File: src/rtl/led_pkg.sv
// Shared definitions for the LED matrix datapath: frame memory geometry and
// the ping-pong buffer manager state encoding.
package led_pkg;

    localparam int ADDRESS_WIDTH = 14;
    localparam int FRAME_WORDS   = 8192;

    typedef enum logic [1:0] {
        IDLE,
        PENDING,
        SWAP
    } fbm_state_t;

endpackage

File: src/rtl/sat_counter.sv
// Saturating up-counter with synchronous clear; clear wins over increment.
// Registered output, one cycle latency, no backpressure.
module sat_counter #(
    parameter int WIDTH = 8
) (
    input  logic             clk,
    input  logic             reset_n,
    input  logic             clear,
    input  logic             inc,
    output logic [WIDTH-1:0] count
);

    always_ff @(posedge clk or negedge reset_n) begin
        if (!reset_n) begin
            count <= '0;
        end else if (clear) begin
            count <= '0;
        end else if (inc && (count != {WIDTH{1'b1}})) begin
            count <= count + WIDTH'(1);
        end
    end

endmodule

File: src/rtl/frame_buffer_manager.sv
// Ping-pong frame buffer manager: swaps front/back only at reader frame boundaries.
// All outputs registered; a swap lands one cycle after its trigger; writer is held off while a swap is outstanding.
module frame_buffer_manager #(
    parameter int ADDRESS_WIDTH = led_pkg::ADDRESS_WIDTH,
    parameter int FRAME_WORDS   = led_pkg::FRAME_WORDS
) (
    input  logic                     clk,
    input  logic                     reset_n,
    input  logic                     enable,
    input  logic                     wr_frame_done,
    input  logic                     rd_frame_start,
    input  logic                     rd_frame_end,
    output logic                     frame_buffer_select,
    output logic [ADDRESS_WIDTH-1:0] front_base,
    output logic [ADDRESS_WIDTH-1:0] back_base,
    output logic                     wr_allow,
    output logic                     swap_pending,
    output logic                     swap_ack,
    output logic                     overrun,
    output logic [15:0]              frame_count,
    output logic [7:0]               repeat_count
);

    import led_pkg::*;

    localparam logic [ADDRESS_WIDTH-1:0] BUF1_BASE = ADDRESS_WIDTH'(FRAME_WORDS);

    fbm_state_t state;
    fbm_state_t state_next;
    logic       scanning;
    logic       enter_swap;
    logic       select_next;

    always_comb begin
        state_next = state;
        case (state)
            IDLE: begin
                if (wr_frame_done) begin
                    state_next = (enable && (!scanning || rd_frame_end)) ? SWAP : PENDING;
                end
            end
            PENDING: begin
                // A frame end, or an idle reader, is a safe boundary to flip on.
                if (enable && (rd_frame_end || !scanning)) begin
                    state_next = SWAP;
                end
            end
            SWAP:    state_next = IDLE;
            default: state_next = IDLE;
        endcase
    end

    assign enter_swap  = (state_next == SWAP);
    assign select_next = frame_buffer_select ^ enter_swap;

    always_ff @(posedge clk or negedge reset_n) begin
        if (!reset_n) begin
            state               <= IDLE;
            scanning            <= 1'b0;
            frame_buffer_select <= 1'b0;
            front_base          <= '0;
            back_base           <= BUF1_BASE;
            wr_allow            <= 1'b1;
            swap_pending        <= 1'b0;
            swap_ack            <= 1'b0;
            overrun             <= 1'b0;
            frame_count         <= '0;
        end else begin
            state               <= state_next;
            frame_buffer_select <= select_next;
            front_base          <= select_next ? BUF1_BASE : '0;
            back_base           <= select_next ? '0 : BUF1_BASE;
            wr_allow            <= (state_next == IDLE);
            swap_pending        <= (state_next == PENDING);
            swap_ack            <= enter_swap;
            // A restart keeps the reader scanning even if an end arrives alongside it.
            if (rd_frame_start) begin
                scanning <= 1'b1;
            end else if (rd_frame_end) begin
                scanning <= 1'b0;
            end
            if (wr_frame_done && (state != IDLE)) begin
                overrun <= 1'b1;
            end
            if (rd_frame_end) begin
                frame_count <= frame_count + 16'd1;
            end
        end
    end

    sat_counter #(
        .WIDTH (8)
    ) u_repeat_count (
        .clk     (clk),
        .reset_n (reset_n),
        .clear   (enter_swap),
        .inc     (rd_frame_end),
        .count   (repeat_count)
    );

endmodule
File: config.mk
export PLATFORM = sky130hd
export DESIGN_NAME = frame_buffer_manager
export DESIGN_NICKNAME = d
export VERILOG_FILES = /design/src/rtl/led_pkg.sv /design/src/rtl/sat_counter.sv /design/src/rtl/frame_buffer_manager.sv
export SDC_FILE = /design/constraint.sdc
export NUM_CORES = 1
export LEC_CHECK = 0
export ABC_AREA = 1
export CAP_MARGIN = 20
export CELL_PAD_IN_SITES_DETAIL_PLACEMENT = 1
export CELL_PAD_IN_SITES_GLOBAL_PLACEMENT = 2
export CORE_ASPECT_RATIO = 0.5
export CORE_MARGIN = 3
export CORE_UTILIZATION = 27
export DETAILED_ROUTE_END_ITERATION = 8
export PLACE_DENSITY = 0.88
export SKIP_LAST_GASP = 1
export SYNTH_ARGS = -nofsm -noshare
export SYNTH_HDL_FRONTEND = slang
export SYNTH_SLANG_ARGS = --single-unit
File: constraint.sdc
create_clock -name clk -period 3.54 [get_ports clk]
set_input_delay 0.708 -clock clk [delete_from_list [all_inputs] [get_ports clk]]
set_output_delay 0.708 -clock clk [all_outputs]
set_load 0.1 [all_outputs]
Yosys cells after proc, flatten, opt, wreduce, memory -nomap -nowiden
Index checks and enable logic that the tools add are counted.
{ "totals": {"out_inout_bits": 57, "register_bits": 60, "latchBits": 0, "elab_cells": 38, "mem_count": 0, "inputBits": 6, "mem_bits_rw": 0, "mem_bits_ro": 0} }
{ "classes": {"bitwise": 1, "shifts": 0, "n_div": 0, "mux": 10, "addsub": 2, "eq_ne": 4, "n_reduce_logical": 10, "order_cmp": 0, "n_mul": 0} }
{ "ops": {"columns": ["op", "count"], "rows": [
  ["2-to-1 mux 14 bit", 2],
  ["adder 16 x 1 -> 16 bit, second input constant", 1],
  ["2-to-1 mux 8 bit", 2],
  ["adder 8 x 1 -> 8 bit, second input constant", 1],
  ["inequality test 8 bit, second input constant", 1],
  ["2-to-1 mux 2 bit", 3],
  ["nonzero test 2 bit", 3],
  ["== test 2 x 1 -> 1 bit, second input constant", 2],
  ["logical NOT 2 bit", 2],
  ["case mux 2 bit (2 select lines)", 1],
  ["logical AND 1 bit", 3],
  ["== test 2 bit, second input constant", 1],
  ["2-to-1 mux 1 bit", 2],
  ["logical NOT 1 bit", 1],
  ["logical OR 1 bit", 1],
  ["XOR 1 bit", 1]
]} }

Depth between registers and ports, before layout
Gate-level depths: netlist (run 1).
{ "logic_depth": {"depth_word": 9, "ltp_mapped": 10, "depth_no_buf": 10} }

Hierarchy
From an unflattened synthesis (run 1), not the netlist that was laid out.
{ "hier_totals": {"cells_unflattened": 212, "area_unflattened_um2": 1783.0} }
{ "modules_own_cells": {"columns": ["module", "seq_area_each_um2", "area_each_um2", "cells_per_inst", "n_inst"], "rows": [
  ["frame_buffer_manager", 628.1, 1271.2, 138, 1],
  ["sat_counter", 200.2, 511.7, 74, 1]
]} }

Worst setup path after synthesis (run 1)
Ideal clock, no wire load.
{ "synth_timing": {"path_kind": "reg-to-reg", "startpoint": "register frame_count[0]", "endpoint": "register frame_count[10]", "t_required_ns": 3.415, "synth_period_minus_slack_ns": 2.076, "setup_ns": 0.125, "path_slack_ns": 1.464, "n_path_buf": 0, "arrival_time_ns": 1.951, "path_stages_with_launch": 6, "path_cell_list": "dfrtp_1 -> ha_1 -> nand3_4 -> nor3_4 -> nand2_1 -> xor2_1"} }
{ "synth_between": {"elab_chain_len": 1} }
{ "synth_rtl": {"columns": ["item", "line_no", "source"], "rows": [
  ["start: declaration", "frame_buffer_manager.sv:20", "output logic [15:0] frame_count,"],
  ["start signal: assignment", "frame_buffer_manager.sv:86", "frame_count <= frame_count + 16'd1;"],
  ["adder 16 x 1 -> 16 bit", "frame_buffer_manager.sv:86", null]
]} }
Every way passes these cells.
A chain may end at the register's enable or synchronous reset.

Worst setup path after layout (run 1)
{ "layout_timing": {"startpoint": "register u_repeat_count.count[7]", "endpoint": "output port repeat_count[7]"} }
{ "layout_lines": {"columns": ["item", "line_no", "source"], "rows": [
  ["start: declaration", "sat_counter.sv:10", "output logic [WIDTH-1:0] count"],
  ["start signal: assignment", "sat_counter.sv:19", "count <= count + WIDTH'(1);"],
  ["end: declaration", "frame_buffer_manager.sv:21", "output logic [7:0] repeat_count"]
]} }
No word-level cell between the ends.

==> reports/qor.yml, run 1 <==
clkPwrFrac_pct: 25.3
powerDensity_nw_per_um2: 852
required_ps: 2830
avgSynthCellArea_um2: 8.63
drt-total-wl_mm: 4.14
final_cell_count_no_fill: 340
clockRootBuffer: "clkbuf_16"
dominantRegCellSynth: "dfrtp_1"
fin_skew_ps: 4.58
grt_usage_pct: 11.2
insertion_delay_ps: 270
ys_warn_count: 0
num_rows: 20
synth-simple-area-share_pct: 24.5
grt_pass1_wl_mm: 6.96
finalSetupTns_ps: 0
critical_path_class: "reg -> out"
ctsHoldBuffers: 0
clock-sinks: 33
fin_total_pwr_mw: 1.98
setup_viol_count_final: 0
cts_buffers: 5
mappedNetlistArea_um2: 1810
synthCells: 210
area_growth_syn_to_layout_pct: 28.0
ios: 63
post_dp_cell_area_um2: 2150
cts_tree: "yes"
synthArstFlopShare_pct: 100
drt-initial-drc-count: 74
worst-path-max-fanout: 5
path_cells: "clkdlybuf4s50_1"
die_w_um: 122
finalHoldViolCount: 0
worstSetupStartpointType: "flop"
first_global_vias: 1441
tightest_slew_ps: 989
power.leakage_nw: 1.17
rsz0062_at_grt: "no"
grt-ovfl-total: 0
synth_area_leaders: "dfrtp_1, buf_4, nand2_1"
diodes: 0
crit_family: "buffers and inverters"
switchingPower_mw: 1.01
ys_types: 25
ctsHtreeMaxLevel: 2
coreArea_um2: 6280
port_buffers: 36
max_freq_ghz: 0.384
cts_buffer_depth: 2
muxShareOfSynthArea_pct: 0
synth_fa_ha_area_share_pct: 1.38
max_stage_delay_ps: 1170
period_share_pct: 73.6
yosysTopAreaCell: "dfrtp_1"
dpl.hpwl_mm: 3.14
ant_nets: 0
p_comb_share_pct: 47.7
layout.nets: 259
grt_start_max_net_pins: 34
cts_resized: 0
synth_top_area_share_pct: 42.8
ys_ff_latch: 33
relSlewSlack_pct: 33.9
fin_crit_ps: 2600
drive_above_1_share_pct: 11.1
p_seq_share_pct: 27.0
maxCapViolations: 0
drcViolationCount: 0
place.gp.congestion: 0.793
synth_top_family_by_area: "simple AND/OR/NAND/NOR gates"
synth-xor-area-share_pct: 6.28
swShare_pct: 50.9
maxSlewViolCount: 0
intPower_uw: 971
vias: 1391
peakVddDrop_uv: 289
final_area_um2: 2320
ys_seq_area_share_pct: 45.7
die_h_um: 63.9
cp.buffers_inverters: 1
wl_per_cell_um: 12.2
antenna_found_initial: 0
vias_per_cell: 4.09
nFillCells: 745
clk_pin_slew_ps: 50
status: "completed"
arrival_ps: 1900
endpoint_kind: "primary output"
place_inst: 332
synth-edff-count: 0
crit_slowest_cell: "clkdlybuf4s50_1"
initial_core_util_pct: 28.8
fp.dieArea_um2: 7790
post-cts-setup-buffer-count: 0
detail_route.first_pass.iterations: 4
hold_path.class: "reg -> reg"
synth_compound_area_share_pct: 3.87
## layer usage
metal  part of all wire, %  vias up  GRT usage [%]
met5                     0        -              0
met4                  0.89        0           4.19
met3                   6.2        4           3.01
met2                    50       38           19.4
met1                    43      669           13.3
li1                      -      680              -
## worst register-to-register path, stage by stage, from the launching register on
cell and delay, ps:
dfrtp_1 430, ha_1 280, nand3_4 110, nor3_4 320, nand2_1 120, xor2_1 160
## power groups by stage
stage | clock, mW | sequential [mW] | combinational [mW]
CTS | 0.516 | 0.537 | 0.952
finish | 0.501 | 0.533 | 0.944
floorplan | 0 | 0.992 | 0.323
global route | 0.534 | 0.548 | 0.979
detailed placement | 0 | 0.542 | 0.946
global placement | 0 | 0.539 | 0.936
## sequential cells by signal (all words and copies together) (netlist names)
register / flops
scanning: 1
state: 2
front_base: 1
frame_count: 16
overrun: 1
u_repeat_count.count: 8
swap_ack: 1
back_base: 1
wr_allow: 1
swap_pending: 1
## cells in the mapped netlist, types with 2 or more instances
cell / instances
buf_4: 27
dfrtp_1: 31
dfstp_2: 2
ha_1: 2
inv_1: 29
nand2_1: 49
nand3_1: 12
nand4_1: 6
nor2_1: 17
nor2_4: 2
nor3_1: 3
o21ai_0: 6
xnor2_1: 5
xor2_1: 8
## cells in the final DEF, fill, tap and decap left out, drive strengths merged
cell type / count
nand2: 50
dfrtp: 31
inv: 30
clkdlybuf4s50: 27
conb: 26
nor2: 19
nand3: 13
buf: 10
xor2: 8
o21ai: 7
nand4: 7
clkbuf: 7
xnor2: 5
nor3: 4
ha: 2
dfstp: 2
o21bai: 2
a21oi: 1
bufinv: 1
## cell type report
type	instances	area, um2	share of cell area, %
inverter	30	113	4.85
tap	88	110	4.75
clock buffer	7	143	6.15
clock inverter	1	30.0	1.29
timing repair buffer	37	345	14.9
multi-input combinational	144	751	32.4
sequential	33	828	35.7
## final timing paths
path | from | endpoint | slack (ps) | cells after the start
max in group asynchronous | reset_n | back_base[13] | 2350 | 2
worst max-delay path | u_repeat_count.count[7] | repeat_count[7] | 940 | 1
worst min register to register | overrun | overrun | 470 | 2
min in group asynchronous | reset_n | frame_count[15] | 850 | 2
worst max register to register | frame_count[0] | frame_count[10] | 2020 | 5
worst min-delay path | overrun | overrun | 470 | 2
## metrics by stage
step                      hold WS, ps  util [%]  worst slack, ps
after CTS                         478      36.9              916
after global placement            447      34.2             1190
after global routing              518      36.9              887
after detailed placement          470      34.2             1130
final                             468      36.9              936
after floorplan                   412         -             1460
## kinds of logic (layout without fill, tap and decap cells)
| group | after synthesis | in the layout |
|---|---|---|
| simple gates | 93 | 93 |
| buf+inv | 58 | 75 |
| flops | 33 | 33 |
| xor+xnor | 13 | 13 |
| compound gates | 10 | 10 |
| fa+ha+maj | 2 | 2 |
| other cells | 1 | 26 |
Note: power is estimated with default switching activity, not from simulation.
==> run 2: changes to the inputs <==
--- a/config.mk
+++ b/config.mk
@@ -11,9 +11,9 @@
 export CELL_PAD_IN_SITES_GLOBAL_PLACEMENT = 2
 export CORE_ASPECT_RATIO = 0.5
 export CORE_MARGIN = 3
-export CORE_UTILIZATION = 27
+export CORE_UTILIZATION = 25
 export DETAILED_ROUTE_END_ITERATION = 8
-export PLACE_DENSITY = 0.88
+export PLACE_DENSITY = 0.83
 export SKIP_LAST_GASP = 1
 export SYNTH_ARGS = -nofsm -noshare
 export SYNTH_HDL_FRONTEND = slang
==> constraint.sdc (replaced) <==
create_clock -name clk -period 2.6 [get_ports clk]
set_input_delay 0.52 -clock clk [delete_from_list [all_inputs] [get_ports clk]]
set_output_delay 0.52 -clock clk [all_outputs]
set_load 0.1 [all_outputs]
==> run 2 against run 1 <==
Setup slack worse by 71 ps. Clock power is 10% higher. First-iteration DRC count is 15% lower. Critical path type is now in -> reg. Largest cell class unchanged.
==> reports/qor.yml, run 2 (synthesized netlist as in run 1, its figures left out) <==
status: "completed"
coreArea_um2: 6860
die_h_um: 66.2
clockRootBuffer: "clkbuf_16"
fin_skew_ps: 5.00
grt-ovfl-total: 0
final_area_um2: 2240
maxSlewViolCount: 0
cts_buffer_depth: 2
drive_above_1_share_pct: 19.8
whs_ps: 462
die_w_um: 126
worst-path-max-fanout: 8
area_growth_syn_to_layout_pct: 23.5
drcViolationCount: 0
critical_path_class: "in -> reg"
antenna_found_initial: 0
reg_top3: "frame_count (16), u_repeat_count.count (8), state (2)"
setup_viol_count_final: 0
worstSetupStartpointType: "primary input"
endpoint_kind: "flop"
peakVddDrop_uv: 346
detail_route.first_pass.iterations: 4
rsz0062_at_grt: "no"
cts_resized: 0
drt-total-wl_mm: 4.10
fin_crit_ps: 1740
finalHoldViolCount: 0
wl_per_cell_um: 11.9
drt-initial-drc-count: 63
dpl.hpwl_mm: 3.16
ios: 63
grt_start_max_net_pins: 34
mostFrequentLayoutCells: "nand2_1, buf_4, dfrtp_1, inv_1, conb_1"
final_util_pct: 32.6
cts_tree: "yes"
powerDensity_nw_per_um2: 1130
period_share_pct: 66.8
post_dp_cell_area_um2: 2100
ff2ff_path_depth: 5
ant_nets: 0
largest_reg_flops: 16
clk_pin_slew_ps: 50
ctsHoldBuffers: 0
place.gp.congestion: 0.764
hold_path.class: "reg -> reg"
final_common_cell: "nand2_1"
clock-sinks: 33
required_ps: 2760
ctsHtreeMaxLevel: 2
num_rows: 21
hold_path_depth: 2
layout.nets: 260
diodes: 0
maxCapViolations: 0
cts_buffers: 5
vias: 1406
largest_register: "frame_count"
vias_per_cell: 4.09
fp.dieArea_um2: 8370
grt_pass1_wl_mm: 6.98
grt_usage_pct: 10.6
initial_core_util_pct: 26.4
finalSetupTns_ps: 0
port_buffers: 36
power.leakage_nw: 1.20
insertion_delay_ps: 280
max_freq_ghz: 0.576
first_global_vias: 1428
post-cts-setup-buffer-count: 0
arrival_ps: 1900
run 2: cell types whose count changed in the layout (fill, tap and decap cells not counted), sizes merged:
cell and change:
bufinv -1, clkdlybuf4s50 -22, buf +23, clkinv +1, clkbuf -1
run 2: report_power, final:
part | internal, mW | switching [mW]
sequential | 0.614 | 0.105
combinational | 0.210 | 1.05
clock | 0.347 | 0.204
run 2: path summary, 6_finish.rpt:
kind | startpoint | endpoint | slack, ps
max | rd_frame_end | u_repeat_count.count[7] | 860
min | overrun | overrun | 460
max reg2reg | frame_count[0] | frame_count[10] | 1100
min reg2reg | overrun | overrun | 460
max in group asynchronous | reset_n | back_base[13] | 1610
min in group asynchronous | reset_n | frame_count[5] | 650
run 2: metal layers:
metal,wire length [um],track usage (%),vias to the layer above
li1,-,-,681
met1,1750,12.8,675
met2,2030,18.2,43
met3,230,2.18,7
met4,87,5.61,0
met5,0,0,-
run 2: layout make-up:
type	count	area (um2)
clock buffers	6	129
clock inverters	1	5.00
fillers	821	4620
inverters	30	113
multi-input cells	144	751
flip-flops and latches	33	828
well taps	92	115
repair buffers	38	298
run 2: worst max-delay path, cell delays in order:
cell and delay, ps:
clkdlybuf4s50_1 640, o21ai_2 150, nor2_4 160, inv_2 100
nand2_1 110, inv_1 100, nand2_1 70, nand2_1 50
run 2: metrics by stage:
step | worst slack [ps] | power, mW | std cells
floorplan | 524 | 1.79 | 235
global placement | 627 | 1.98 | 337
detailed placement | 577 | 1.99 | 337
CTS | 848 | 2.56 | 344
global route | 741 | 2.65 | 344
finish | 864 | 2.53 | 344
